$ cat config.mk
export PLATFORM = sky130hd
export DESIGN_NAME = sensor_request_scheduler_flat
export DESIGN_NICKNAME = d
export VERILOG_FILES = /design/src/rtl/sensor_request_scheduler_if.sv /design/src/rtl/sensor_request_scheduler.sv /design/src/flat_wrapper.sv
export SDC_FILE = /design/constraint.sdc
export NUM_CORES = 1
export LEC_CHECK = 0
export ABC_AREA = 1
export CORE_UTILIZATION = 50
export CTS_CLUSTER_DIAMETER = 40
export DETAILED_ROUTE_END_ITERATION = 8
export DONT_BUFFER_PORTS = 1
export GPL_TIMING_DRIVEN = 0
export PLACE_DENSITY = 0.73
export SYNTH_ARGS = -nofsm -noshare
export SYNTH_HDL_FRONTEND = slang
export SYNTH_SLANG_ARGS = --single-unit
$ cat constraint.sdc
create_clock -name clock -period 3.07 [get_ports clock]
set_input_delay 0.307 -clock clock [delete_from_list [all_inputs] [get_ports clock]]
set_output_delay 0.307 -clock clock [all_outputs]
set_load 0.1 [all_outputs]
$ cat src/rtl/sensor_request_scheduler_if.sv
// Requester and sensor-side signal bundle for the sensor request scheduler.
// The slave modport is the scheduler; master is the surrounding system.
interface sensor_request_scheduler_if #(
  parameter int NUM_REQ = 4
);
  logic [NUM_REQ-1:0]   req_valid;
  logic [8*NUM_REQ-1:0] req_command;
  logic [8*NUM_REQ-1:0] req_address;
  logic [NUM_REQ-1:0]   req_ready;
  logic [NUM_REQ-1:0]   resp_valid;
  logic [7:0]           resp_command;
  logic [7:0]           resp_value;
  logic                 sensor_enable;
  logic [7:0]           sensor_command;
  logic [7:0]           sensor_address;
  logic                 sensor_done;
  logic [7:0]           sensor_resp_command;
  logic [7:0]           sensor_resp_value;
  logic                 busy;

  modport slave (
    input  req_valid, req_command, req_address,
    input  sensor_done, sensor_resp_command,
    input  sensor_resp_value,
    output req_ready, resp_valid,
    output resp_command, resp_value,
    output sensor_enable, sensor_command,
    output sensor_address, busy
  );

  modport master (
    output req_valid, req_command, req_address,
    output sensor_done, sensor_resp_command,
    output sensor_resp_value,
    input  req_ready, resp_valid,
    input  resp_command, resp_value,
    input  sensor_enable, sensor_command,
    input  sensor_address, busy
  );
endinterface

$ cat src/rtl/sensor_request_scheduler.sv
// Round-robin scheduler sharing one sensor path between NUM_REQ requesters,
// with completion timeout and a minimum hold-off between transactions.
module sensor_request_scheduler #(
  parameter int NUM_REQ      = 4,
  parameter int MIN_INTERVAL = 100000000,
  parameter int TIMEOUT      = 150000000,
  parameter int CNT_W        = 28
) (
  input logic clock,
  input logic reset,
  sensor_request_scheduler_if.slave bus
);

  localparam int IW = (NUM_REQ > 1) ? $clog2(NUM_REQ) : 1;
  localparam logic [CNT_W-1:0] TO_LAST = CNT_W'(TIMEOUT - 1);
  localparam logic [CNT_W-1:0] IV_LAST = CNT_W'(MIN_INTERVAL - 1);
  localparam logic [CNT_W-1:0] CNT_MAX = '1;
  localparam logic [7:0]       ERR_CODE = 8'h1F;

  typedef enum logic [1:0] {
    IDLE,
    WAIT_DONE,
    RESPOND,
    HOLDOFF
  } state_t;

  state_t             r_state;
  logic [IW-1:0]      r_last;
  logic [CNT_W-1:0]   r_tcnt;
  logic [CNT_W-1:0]   r_icnt;
  logic [NUM_REQ-1:0] r_req_ready;
  logic [NUM_REQ-1:0] r_resp_valid;
  logic [7:0]         r_resp_cmd;
  logic [7:0]         r_resp_val;
  logic               r_en;
  logic [7:0]         r_cmd;
  logic [7:0]         r_addr;

  logic               w_found;
  logic [IW-1:0]      w_win;
  logic [IW-1:0]      w_idx;
  logic [7:0]         w_cmd;
  logic [7:0]         w_addr;
  logic [NUM_REQ-1:0] w_win_oh;
  logic [NUM_REQ-1:0] w_last_oh;
  int                 w_j;

  // Scan from farthest to nearest so the closest set bit after r_last wins.
  always_comb begin
    w_found = 1'b0;
    w_win   = '0;
    w_idx   = '0;
    w_j     = 0;
    for (int i = NUM_REQ; i >= 1; i--) begin
      w_j = int'(r_last) + i;
      if (w_j >= NUM_REQ) w_j = w_j - NUM_REQ;
      w_idx = IW'(w_j);
      if (bus.req_valid[w_idx]) begin
        w_found = 1'b1;
        w_win   = w_idx;
      end
    end
  end

  always_comb begin
    w_cmd  = '0;
    w_addr = '0;
    for (int i = 0; i < NUM_REQ; i++) begin
      if (IW'(i) == w_win) begin
        w_cmd  = bus.req_command[i*8 +: 8];
        w_addr = bus.req_address[i*8 +: 8];
      end
    end
  end

  assign w_win_oh  = NUM_REQ'(1) << w_win;
  assign w_last_oh = NUM_REQ'(1) << r_last;

  always_ff @(posedge clock or negedge reset) begin
    if (!reset) begin
      r_state      <= IDLE;
      r_last       <= IW'(NUM_REQ - 1);
      r_tcnt       <= '0;
      r_icnt       <= '0;
      r_req_ready  <= '0;
      r_resp_valid <= '0;
      r_resp_cmd   <= '0;
      r_resp_val   <= '0;
      r_en         <= 1'b0;
      r_cmd        <= '0;
      r_addr       <= '0;
    end else begin
      r_req_ready  <= '0;
      r_resp_valid <= '0;
      unique case (r_state)
        IDLE: begin
          if (w_found && !bus.sensor_done) begin
            r_cmd       <= w_cmd;
            r_addr      <= w_addr;
            r_en        <= 1'b1;
            r_req_ready <= w_win_oh;
            r_last      <= w_win;
            r_tcnt      <= '0;
            r_state     <= WAIT_DONE;
          end
        end
        WAIT_DONE: begin
          if (r_tcnt != CNT_MAX) r_tcnt <= r_tcnt + 1'b1;
          if (bus.sensor_done) begin
            r_resp_cmd   <= bus.sensor_resp_command;
            r_resp_val   <= bus.sensor_resp_value;
            r_resp_valid <= w_last_oh;
            r_en         <= 1'b0;
            r_icnt       <= '0;
            r_state      <= RESPOND;
          end else if (r_tcnt >= TO_LAST) begin
            r_resp_cmd   <= ERR_CODE;
            r_resp_val   <= ERR_CODE;
            r_resp_valid <= w_last_oh;
            r_en         <= 1'b0;
            r_icnt       <= '0;
            r_state      <= RESPOND;
          end
        end
        RESPOND: begin
          if (r_icnt != CNT_MAX) r_icnt <= r_icnt + 1'b1;
          r_state <= HOLDOFF;
        end
        HOLDOFF: begin
          // >= keeps the exit reachable after saturation under a stuck done.
          if (r_icnt >= IV_LAST && !bus.sensor_done) begin
            r_state <= IDLE;
          end else if (r_icnt != CNT_MAX) begin
            r_icnt <= r_icnt + 1'b1;
          end
        end
        default: r_state <= IDLE;
      endcase
    end
  end

  assign bus.req_ready      = r_req_ready;
  assign bus.resp_valid     = r_resp_valid;
  assign bus.resp_command   = r_resp_cmd;
  assign bus.resp_value     = r_resp_val;
  assign bus.sensor_enable  = r_en;
  assign bus.sensor_command = r_cmd;
  assign bus.sensor_address = r_addr;
  assign bus.busy           = (r_state != IDLE);

endmodule

$ cat src/flat_wrapper.sv
// flat-port wrapper written by rule: the top's interface ports become plain ports
module sensor_request_scheduler_flat 
#(
  parameter int NUM_REQ      = 4,
  parameter int MIN_INTERVAL = 100000000,
  parameter int TIMEOUT      = 150000000,
  parameter int CNT_W        = 28
)
  (clock, reset, bus_req_valid, bus_req_command, bus_req_address, bus_sensor_done, bus_sensor_resp_command, bus_sensor_resp_value, bus_req_ready, bus_resp_valid, bus_resp_command, bus_resp_value, bus_sensor_enable, bus_sensor_command, bus_sensor_address, bus_busy);
  sensor_request_scheduler_if #(.NUM_REQ(NUM_REQ)) bus_i ();
  input logic clock;
  input logic reset;
  input wire logic [$bits(bus_i.req_valid)-1:0] bus_req_valid;
  input wire logic [$bits(bus_i.req_command)-1:0] bus_req_command;
  input wire logic [$bits(bus_i.req_address)-1:0] bus_req_address;
  input wire logic [$bits(bus_i.sensor_done)-1:0] bus_sensor_done;
  input wire logic [$bits(bus_i.sensor_resp_command)-1:0] bus_sensor_resp_command;
  input wire logic [$bits(bus_i.sensor_resp_value)-1:0] bus_sensor_resp_value;
  output wire logic [$bits(bus_i.req_ready)-1:0] bus_req_ready;
  output wire logic [$bits(bus_i.resp_valid)-1:0] bus_resp_valid;
  output wire logic [$bits(bus_i.resp_command)-1:0] bus_resp_command;
  output wire logic [$bits(bus_i.resp_value)-1:0] bus_resp_value;
  output wire logic [$bits(bus_i.sensor_enable)-1:0] bus_sensor_enable;
  output wire logic [$bits(bus_i.sensor_command)-1:0] bus_sensor_command;
  output wire logic [$bits(bus_i.sensor_address)-1:0] bus_sensor_address;
  output wire logic [$bits(bus_i.busy)-1:0] bus_busy;
  assign bus_i.req_valid = bus_req_valid;
  assign bus_i.req_command = bus_req_command;
  assign bus_i.req_address = bus_req_address;
  assign bus_i.sensor_done = bus_sensor_done;
  assign bus_i.sensor_resp_command = bus_sensor_resp_command;
  assign bus_i.sensor_resp_value = bus_sensor_resp_value;
  assign bus_req_ready = bus_i.req_ready;
  assign bus_resp_valid = bus_i.resp_valid;
  assign bus_resp_command = bus_i.resp_command;
  assign bus_resp_value = bus_i.resp_value;
  assign bus_sensor_enable = bus_i.sensor_enable;
  assign bus_sensor_command = bus_i.sensor_command;
  assign bus_sensor_address = bus_i.sensor_address;
  assign bus_busy = bus_i.busy;
  sensor_request_scheduler #(.NUM_REQ(NUM_REQ), .MIN_INTERVAL(MIN_INTERVAL), .TIMEOUT(TIMEOUT), .CNT_W(CNT_W)) u_core (.clock(clock), .reset(reset), .bus(bus_i));
endmodule
Word-level counts from Yosys, hierarchy flattened

Cells that the tools add are included.

Bits in registers: 101
Bits in latches: 0
Memory bits (writable): 0
ROM bits: 0
Input port bits: 87
Output and inout port bits: 42
Logic and storage cells: 114
Memories kept: 0

Add/subtract/negate cells: 10
Multiply operators: 0
Div/mod/pow operators: 0
$lt $le $gt $ge: 10
Eq/ne operators: 13
Shift-type cells: 2
Mux-type cells: 53
Bitwise logic cells: 0
Reduce and logical (&&, ||, !) cells: 15

Operator list:

| kind                    | number |
|---|---|
| $mux W28                | 6 |
| $mux W8                 | 11 |
| $pmux W28 S3            | 1 |
| $add A28 B1 Y28 const B | 2 |
| $ne A28 B28 Y1 const B  | 2 |
| $pmux W28 S2            | 1 |
| $ge A28 B27 Y1 const B  | 1 |
| $ge A28 B28 Y1 const B  | 1 |
| $mux W2                 | 12 |
| $mux W4                 | 5 |
| $lt A2 B3 Y1 const B    | 4 |
| $reduce_and A3 Y1       | 4 |
| $mux W1                 | 11 |
| $ge A3 B3 Y1 const B    | 3 |
| $bmux W1 S2             | 4 |
| $pmux W2 S4             | 1 |
| $shl A1 B2 Y4 const A   | 2 |
| $sub A2 B1 Y2 const B   | 4 |
| $add A2 B2 Y3 const B   | 2 |
| $ne A2 B1 Y1 const B    | 3 |
| $reduce_bool A2 Y1      | 3 |
| $add A2 B3 Y4 const B   | 1 |
| $eq A2 B2 Y1 const A    | 2 |
| $eq A2 B2 Y1 const B    | 2 |
| 12 further kinds        | 15 |

Depth between registers and ports, before layout

Gate-level depths: netlist of the first run.

Depth in word-level cells: 14
Mapped depth: 16
Gate-level depth less buffers: 14

Worst setup path after synthesis of the first run

No wires, ideal clock.

Path kind: flip-flop to flip-flop
From: reg u_core.r_state[0]
To: reg u_core.r_tcnt[16]
Library setup time: 121 ps
Arrival: 2062 ps
Data required time: 2949 ps
Slack: 886 ps
Cell stages (with the launch flop): 10
Buffers on the path: 1
Clock period less this slack: 2184 ps
Cell sequence: dfrtp_1 inv_1 ha_1 inv_1 nand2_1 nand3_4 inv_2 buf_2 nand3_1 o21ai_1

Word-level cells in the longest chain between the ends: 3
Elaborated cells between the ends (all ways): 7
Those cells by class: eq/ne (3); mux (1); reduce/logical (3)

Ends and longest elaborated chain:

| item                                                                | RTL line                        | text |
|---|---|---|
| from (decl)                                                         | sensor_request_scheduler.sv:27  | `state_t r_state;` |
| from (signal assigned)                                              | sensor_request_scheduler.sv:81  | `r_state <= IDLE;` |
| from (signal assigned)                                              | sensor_request_scheduler.sv:104 | `r_state <= WAIT_DONE;` |
| from (signal assigned)                                              | sensor_request_scheduler.sv:115 | `r_state <= RESPOND;` |
| $eq A2 B1 Y1 or $logic_not A2 Y1 (tied branches)                    | sensor_request_scheduler.sv:95  | `unique case (r_state)` |
| $ne A2 B1 Y1 (no source line) or $reduce_bool A2 Y1 (tied branches) | n/a                             |  |
| $reduce_and A3 Y1 (no source line)                                  | n/a                             |  |
| to (signal assigned)                                                | sensor_request_scheduler.sv:108 | `if (r_tcnt != CNT_MAX) r_tcnt <= r_tcnt + 1'b1;` |
| to (decl)                                                           | sensor_request_scheduler.sv:29  | `logic [CNT_W-1:0] r_tcnt;` |

Several ways; a longest one is shown, not always the timed one.
A chain may end at the register's enable or synchronous reset.

Worst setup path after layout of the first run

From: reg u_core.r_last[0]
To: reg u_core.r_addr[6], in the netlist u_core.bus.sensor_address[6]

Word-level cells in the longest chain between the ends: 14
Elaborated cells between the ends (all ways): 42
Those cells by class: add/sub (8); order compare (4); eq/ne (3); mux (24); reduce/logical (3)

Ends and longest elaborated chain:

| item                                          | RTL line                        | text |
|---|---|---|
| from (decl)                                   | sensor_request_scheduler.sv:28  | `logic [IW-1:0] r_last;` |
| from (signal assigned)                        | sensor_request_scheduler.sv:82  | `r_last <= IW'(NUM_REQ - 1);` |
| from (signal assigned)                        | sensor_request_scheduler.sv:102 | `r_last <= w_win;` |
| $add A2 B3 Y4                                 | sensor_request_scheduler.sv:55  | `w_j = int'(r_last) + i;` |
| $ge A4 B3 Y1 or $sub A2 B1 Y2 (tied branches) | sensor_request_scheduler.sv:56  | `if (w_j >= NUM_REQ) w_j = w_j - NUM_REQ;` |
| $mux W2                                       | sensor_request_scheduler.sv:56  |  |
| $bmux W1 S2                                   | sensor_request_scheduler.sv:58  | `if (bus.req_valid[w_idx]) begin` |
| $mux W1 (not written as such)                 | sensor_request_scheduler.sv:58  |  |
| $mux W2 (4 in series)                         | sensor_request_scheduler.sv:58  |  |
| $logic_not A2 Y1                              | sensor_request_scheduler.sv:69  | `if (IW'(i) == w_win) begin` |
| $mux W8 (4 in series)                         | sensor_request_scheduler.sv:69  |  |
| to (signal assigned)                          | sensor_request_scheduler.sv:99  | `r_addr <= w_addr;` |
| to (decl)                                     | sensor_request_scheduler.sv:37  | `logic [7:0] r_addr;` |

Several ways; a longest one is shown, not always the timed one. The select of a mux whose other input is x is not followed.

==> results.txt, run 1 <==
----------------------------------------------------
[Status]
  Run status ... finished, final reports clean

[Synth]
  Flops & latches, synth ... 101
  Cell type with the largest total area after synthesis ... sky130_fd_sc_hd__dfrtp_1
  Count of different cell masters after synthesis ... 39
  Post-synth top cells ... sky130_fd_sc_hd__nand2_1, sky130_fd_sc_hd__nor2_1, sky130_fd_sc_hd__inv_1
  Fraction of synthesized cell area taken by the top area cell type ... 35.7%
  Count leader, synth ... sky130_fd_sc_hd__nand2_1
  Mapped Nets ... 1125
  Top cells by area, synth ... sky130_fd_sc_hd__dfrtp_1, sky130_fd_sc_hd__nand2_1, sky130_fd_sc_hd__nor2_1, sky130_fd_sc_hd__inv_1, sky130_fd_sc_hd__nand4_1
  Mapped Area ... 0.00694 mm^2
  Fraction of synthesis flops using an asynchronous set or reset pin ... 100%
  Mean cell area of the mapped netlist ... ~6.8 um^2
  Number of warning messages in the yosys log ... 0
  Commonest register cell after synthesis ... sky130_fd_sc_hd__dfrtp_1
  Synthesized instance count ... 1028
  Number of enable-type register cells in the synthesized netlist ... 0
  Register area share after synthesis ... 36.5%

[Detailed routing]
  Final routed wire length divided by cell count ... 14.3 um
  Final routed DRC violation total ... 0
  Average vias per placed instance ... 5.26
  Vias ... 6426
  Routed wire length ... ~18 mm
  Count of antenna-violating nets left after detailed routing ... 0
  1st-pass router iterations ... 5
  Starting DRC count in detailed routing ... 400

[Placed design]
  Port Buffers ... 0
  Routability congestion estimate from global placement ... 0.934
  Post-placement cell area ... 0.00716 mm^2
  Pre-CTS setup slack ... 0.615 ns
  DP Cell Count ... 1204
  Detailed-placement wirelength estimate ... roughly 13 mm

[Global routing]
  Antenna violations before repair ... 0
  Via count of the first global-routing pass ... 6252
  Overflow left after global routing ... 0
  Global-route wire length before repair ... 29.6 mm
  All-layer global routing usage ... 25.9%
  Maximum number of pins on one net before global-route repair ... 102

[Finish]
  Layout cells sized above 1 ... 8.22%
  Final net count ... 1138
  Post-route cell area ... 0.00751 mm^2
  Filler cell count ... 1317
  Antenna Diode Count ... 0
  Syn-to-layout area delta ... 8.15%
  Final non-filler cell total ... roughly 1200

[Timing]
  Remaining max-slew budget at the tightest pin ... 32.6%
  Shortest period the worst path allows ... 2.46 ns
  Slack of the critical path ... between 0.6 and 0.7 ns
  Max Fclk ... 406 MHz
  Total count of max-transition violations in the final report ... 0
  Post-route setup TNS ... 0 ns
  Worst Tran Pin Value ... about 1.0 ns
  Final setup violating endpoints ... 0
  Final clock skew ... 0.0118 ns
  Final hold violation count ... 0
  Fraction of the cycle the final worst path needs ... 80.1%
  Unrepaired setup endpoints after global routing ... no

[Floorplan]
  Initial core utilization ... 51.8%
  Io pins ... 129
  Placement Rows ... 42
  Die W ... ~120 um
  Die Span Y ... 120 um
  Placeable core area ... 0.0134 mm^2
  Die area ... 0.0144 mm^2

[Power and ir drop]
  Switching power total ... 4.69 mW
  Part of the total power dissipated in combinational logic ... 42.8%
  Power density over the cells ... 1060 mW/mm^2
  Reg power frac ... 42.2%
  Total leakage power ... 3.62 nW
  Internal power consumption ... approximately 3.3 mW
  Fraction of power spent switching nets ... 58.6%
  IR Drop Worst-Case VDD ... 0.00134 V
  Power share of the clock group ... around 15%

[Critical path]
  Required time worst endpoint ... 3.37 ns
  Cell family contributing the most delay on the critical path ... buffers and inverters
  Most frequent cell on the critical path ... sky130_fd_sc_hd__nand2_1
  Standard cell with the maximum stage delay on the critical path ... sky130_fd_sc_hd__dfstp_2
  Arrival time reported for the critical path endpoint ... 2.77 ns
  Class of the most critical setup path ... flip-flop to flip-flop
  Critical path buffer and inverter count ... 5
  Critical Path Sink Type ... flip-flop
  Ordered list of cells on the worst path ... buf_6, inv_4, ha_1, inv_1, nand3_1, nand2_1, nand3_1, a21boi_4, buf_2, nand4_1, nand2_1, inv_1, nand2_1
  CP startpoint kind ... flip-flop
  Peak per-stage delay on the critical path ... 0.56 ns
  Largest fanout on the critical path ... 10

[Clock tree]
  Root Buffer ... sky130_fd_sc_hd__clkbuf_16
  Num CTS Buffers ... 9
  H-tree depth ... 3
  Clock tree from TritonCTS ... built
  Post-CTS repair timing setup buffer count ... 0
  Maximum clock insertion buffer count ... 2
  Insertion delay to the later sink of the worst-skew pair ... 0.36 ns
  Clock Sink Count ... roughly 100
  Clock-pin slew on the worst setup and hold paths ... 0.07 ns

[Hold path]
  Worst hold path type ... input port to flip-flop

[Flow run]
  Max-cap violation count ... 0

----------------------------------------------------
==> state kept, by name, indices dropped and copies added, names as in the netlist <==
name                       count
u_core.r_icnt                 28
u_core.r_tcnt                 28
u_core.bus.resp_command        8
u_core.bus.resp_value          8
u_core.bus.sensor_address      8
u_core.bus.sensor_command      8
u_core.bus.req_ready           4
u_core.bus.resp_valid          4
u_core.r_last                  2
u_core.r_state                 2
u_core.bus.sensor_enable       1
==> per-layer routing <==
metal  global-route usage, %  share of wire [%]  wire length [um]
met5                       0                  0                 0
met3                    6.70                7.5              1310
met2                    41.7                 45              7950
met4                    6.64                1.4               245
met1                    34.7                 46              8020
==> metrics by stage <==
stage / hold slack, ns / utilization, % / total power [mW]
after floorplan: 0.0114 / - / 5.98
after global placement: 0.0150 / 53.4 / 6.74
after detailed placement: 0.0158 / 53.4 / 6.77
after CTS: 0.0764 / 56.0 / 8.01
after global routing: 0.0926 / 56.0 / 8.54
final: 0.0873 / 56.0 / 7.99
==> final timing paths <==
path	from	depth (start not counted)	slack, ns	endpoint
min in group asynchronous	reset	2	0.52	u_core.r_tcnt[27]
max in group asynchronous	reset	2	2.14	u_core.r_last[1]
setup reg to reg	u_core.r_last[0]	13	0.61	u_core.bus.sensor_address[6]
hold reg to reg	u_core.r_tcnt[9]	2	0.49	u_core.r_tcnt[9]
setup / recovery	u_core.r_last[0]	13	0.61	u_core.bus.sensor_address[6]
hold / removal	bus_sensor_resp_command[5]	2	0.09	u_core.bus.resp_command[5]
==> cells in the final DEF (no fill, tap or decap), types with 13 or more instances in the layout <==
cell,count
sky130_fd_sc_hd__a21oi_1,13
sky130_fd_sc_hd__buf_2,16
sky130_fd_sc_hd__dfrtp_1,99
sky130_fd_sc_hd__inv_1,114
sky130_fd_sc_hd__nand2_1,334
sky130_fd_sc_hd__nand3_1,66
sky130_fd_sc_hd__nand4_1,60
sky130_fd_sc_hd__nor2_1,145
sky130_fd_sc_hd__nor3_1,26
sky130_fd_sc_hd__o21ai_0,24
sky130_fd_sc_hd__o31ai_1,13
sky130_fd_sc_hd__xor2_1,22
==> cell type report <==
cell class / instances / area (um^2) / area share (%)
inverter: 122 / 460 / 6.13
timing repair buffer: 2 / 37.5 / 0.500
sequential: 101 / 2530 / 33.7
multi-input combinational: 766 / 3680 / 49.1
clock inverter: 5 / 65.1 / 0.867
buffer: 39 / 268 / 3.57
tap: 176 / 220 / 2.93
clock buffer: 11 / 243 / 3.23
==> power by group through the flow <==
stage / registers (mW) / clock network (mW) / logic, mW
floorplan: 3.32 / 0 / 2.66
global placement: 3.40 / 0 / 3.34
detailed placement: 3.40 / 0 / 3.38
CTS: 3.37 / 1.23 / 3.41
global route: 3.40 / 1.27 / 3.86
finish: 3.37 / 1.20 / 3.42
==> what timing repair did <==
action                                 4_1_cts  5_1_grt
gates resized for setup                      0        0
hold buffers                                 2        0
endpoints found under the hold margin      101        0
==> kinds of logic after synthesis <==
| kind of cell | share of synthesized area, % |
|---|---|
| AND/OR/NAND/NOR | 41.9 |
| buffers and inverters | 10.5 |
| adder cells (fa/ha/maj) | 1.80 |
| AO/OA/AOI/OAI | 5.61 |
| flip-flops | 36.5 |
| XOR/XNOR | 3.79 |
Power figures use the tool's default switching activity.
==> run 2, diff against run 1 <==
Settings changed: PLACE_DENSITY 0.73 to 0.76.
Clock period 3.07 ns to 2.1 ns, I/O delays scaled along.
==> run 2 against run 1 <==
Net effect:
- the run now ends with hold timing, setup timing left
- combinational power increased by 100%
- sequential power increased by 46%
- register-to-register slack worse by 0.67 ns
- critical endpoint is now u_core.bus.sensor_address[2]
- highest routed layer unchanged
==> results.txt, run 2 (synthesis results as in run 1) <==
----------------------------------------------------
[Status]
  Run status ... complete, but fails checks
  Violated checks ... hold timing, setup timing

[Floorplan]
  Die area ... 0.0144 mm^2
  Io pins ... 129
  Die Span Y ... 120 um
  Die W ... 120 um
  Placeable core area ... 0.0134 mm^2
  Initial core utilization ... between 50% and 60%
  Placement Rows ... 42

[Critical path]
  Peak per-stage delay on the critical path ... 0.47 ns
  Cell family contributing the most delay on the critical path ... buffers and inverters
  Required time worst endpoint ... around 2.4 ns
  CP startpoint kind ... flip-flop
  Arrival time reported for the critical path endpoint ... about 2.4 ns
  FF-to-FF path depth ... 11
  Standard cell with the maximum stage delay on the critical path ... sky130_fd_sc_hd__clkinvlp_4
  Critical path buffer and inverter count ... 6
  Worst reg2reg path endpoint ... u_core.bus.sensor_address[2]
  Largest fanout on the critical path ... 11
  Critical path launch point ... u_core.r_state[0]
  Launch point of the worst reg-to-reg path ... u_core.r_state[0]
  Ordered list of cells on the worst path ... inv_2, ha_4, clkinvlp_4, nor2_4, buf_12, inv_8, buf_6, nand2_1, nand2_1, inv_1, nand2_1
  Class of the most critical setup path ... flip-flop to flip-flop
  Most frequent cell on the critical path ... sky130_fd_sc_hd__nand2_1
  FF-to-FF setup slack ... -0.06 ns
  Critical Path Sink Type ... flip-flop

[Timing]
  Slack of the critical path ... -0.0614 ns
  Fraction of the cycle the final worst path needs ... 103%
  Worst Tran Pin Value ... 0.941 ns
  Final clock skew ... 0.0127 ns
  Final setup violating endpoints ... 7
  Max Fclk ... ~460 MHz
  Post-route setup TNS ... -0.117 ns
  Total count of max-transition violations in the final report ... 0
  Remaining max-slew budget at the tightest pin ... 37.2%
  Final-layout worst hold slack ... -0.468 ns
  Unrepaired setup endpoints after global routing ... yes
  Final hold violation count ... 101
  Shortest period the worst path allows ... 2.16 ns

[Detailed routing]
  Count of antenna-violating nets left after detailed routing ... 0
  Final routed wire length divided by cell count ... 15.2 um
  Average vias per placed instance ... 5.42
  Routed wire length ... 19.2 mm
  Met2 wire length ... approximately 9.5 mm
  Met3 WL post-DR ... 1.19 mm
  Vias ... 6858
  M1 wire length ... 8.19 mm
  Starting DRC count in detailed routing ... 516
  Highest routed metal layer ... met4
  Final routed DRC violation total ... 0
  1st-pass router iterations ... 7

[Global routing]
  All-layer global routing usage ... approximately a quarter
  Global-route wire length before repair ... 30.4 mm
  Maximum number of pins on one net before global-route repair ... 102
  Antenna violations before repair ... 0
  Via count of the first global-routing pass ... 6297
  Overflow left after global routing ... 0

[Finish]
  Most frequent cells in the layout ... sky130_fd_sc_hd__nand2_1, sky130_fd_sc_hd__nor2_1, sky130_fd_sc_hd__inv_1
  Final non-filler cell total ... ~1300
  Layout cells sized above 1 ... 14.8%
  Area of the multi-input gates ... ~0.0039 mm^2
  Final net count ... 1182
  Syn-to-layout area delta ... 18.6%
  Registers with the most flip-flops ... u_core.r_icnt (28), u_core.r_tcnt (28)
  Filler cell count ... 1200
  Most common library cell in the layout ignoring fill and taps ... sky130_fd_sc_hd__nand2_1
  Area used by sequential logic in the layout ... around 0.0025 mm^2
  Antenna Diode Count ... 0
  Post-route cell area ... 0.00823 mm^2

[Clock tree]
  Clock Sink Count ... a little over 100
  Insertion delay to the later sink of the worst-skew pair ... 0.36 ns
  H-tree depth ... 3
  Root Buffer ... sky130_fd_sc_hd__clkbuf_16
  Clock tree from TritonCTS ... built
  Num CTS Buffers ... 9
  Clock-pin slew on the worst setup and hold paths ... 0.08 ns
  Maximum clock insertion buffer count ... 2
  Post-CTS Hold Fix Bufs ... 7

[Placed design]
  Detailed-placement wirelength estimate ... around 13 mm
  DP Cell Count ... 1204
  Port Buffers ... 0
  Post-placement cell area ... a little over 0.007 mm^2
  Routability congestion estimate from global placement ... between 0.9 and 1

[Hold path]
  Worst hold path type ... input port to async pin

[Flow run]
  Max-cap violation count ... 0

[Power and ir drop]
  Power Total ... 13.5 mW
  Power density over the cells ... 1640 mW/mm^2
  Total leakage power ... 3.93 nW
  IR Drop Worst-Case VDD ... 0.00158 V

----------------------------------------------------
run 2: cell count changes in the layout (fill, tap and decap cells not counted), moves of 5 or more:
cell,previous run,this run
sky130_fd_sc_hd__buf_4,7,37
sky130_fd_sc_hd__buf_2,16,5
sky130_fd_sc_hd__nand2_1,334,324
sky130_fd_sc_hd__buf_6,10,18
sky130_fd_sc_hd__buf_8,0,8
sky130_fd_sc_hd__nand2_2,8,15
sky130_fd_sc_hd__nor2_1,145,138
sky130_fd_sc_hd__dlygate4sd3_1,1,7
sky130_fd_sc_hd__inv_1,114,109
sky130_fd_sc_hd__nor2_2,2,7
run 2: where the power goes:
part	switching [mW]	total [mW]	internal (mW)	leakage [nW]
registers	2.63	4.93	2.31	1.34
logic	4.08	6.87	2.79	2.45
clock network	0.866	1.73	0.859	0.148
total	7.57	13.5	5.96	3.93
run 2: worst max path at each step:
stage | endpoint | slack (ns) | cells past startpoint
6_report | u_core.bus.sensor_address[2] | -0.06 | 11
5_1_grt | u_core.bus.sensor_address[2] | -0.14 | 11
4_1_cts | u_core.bus.sensor_address[6] | 0.002 | 14
3_5_place_dp | u_core.bus.sensor_address[2] | -0.33 | 10
3_3_place_gp | u_core.bus.sensor_address[6] | -0.31 | 10
2_1_floorplan | u_core.bus.sensor_address[2] | 0.02 | 10
run 2: repair_timing:
| action | in CTS | in global routing |
|---|---|---|
| setup endpoints to repair | 79 | 67 |
| setup buffers | 21 | 16 |
| pin swaps | 15 | 22 |
| gates cloned | 2 | 3 |
| endpoints found under the hold margin | 108 | 101 |
| gates resized for setup | 40 | 56 |
run 2: per-stage QoR:
stage                     setup WS, ns  util, %  hold WS (ns)
after CTS                      0.00200     58.7        -0.476
after global routing            -0.137     61.4        -0.478
final                          -0.0614     61.4        -0.468
after global placement          -0.305     53.7       -0.0825
after detailed placement        -0.334     53.7       -0.0830
after floorplan                 0.0182        -       -0.0856
run 2: area by class of cell:
type                    instances  share of cell area (%)
plain buffers                  37                    4.18
clock buffers                   9                    2.74
repair buffers                 48                    5.75
clock inverters                 7                    1.09
flip-flops and latches        101                    30.7
well taps                     176                    2.68
multi-input cells             766                    46.9
inverters                     122                    5.91
run 2: metal layers:
layer  vias to the layer above  track usage (%)
li1                       3380                -
met1                      3177             34.6
met2                       269             45.0
met3                        32             3.99
met4                         0             9.38
met5                         -                0
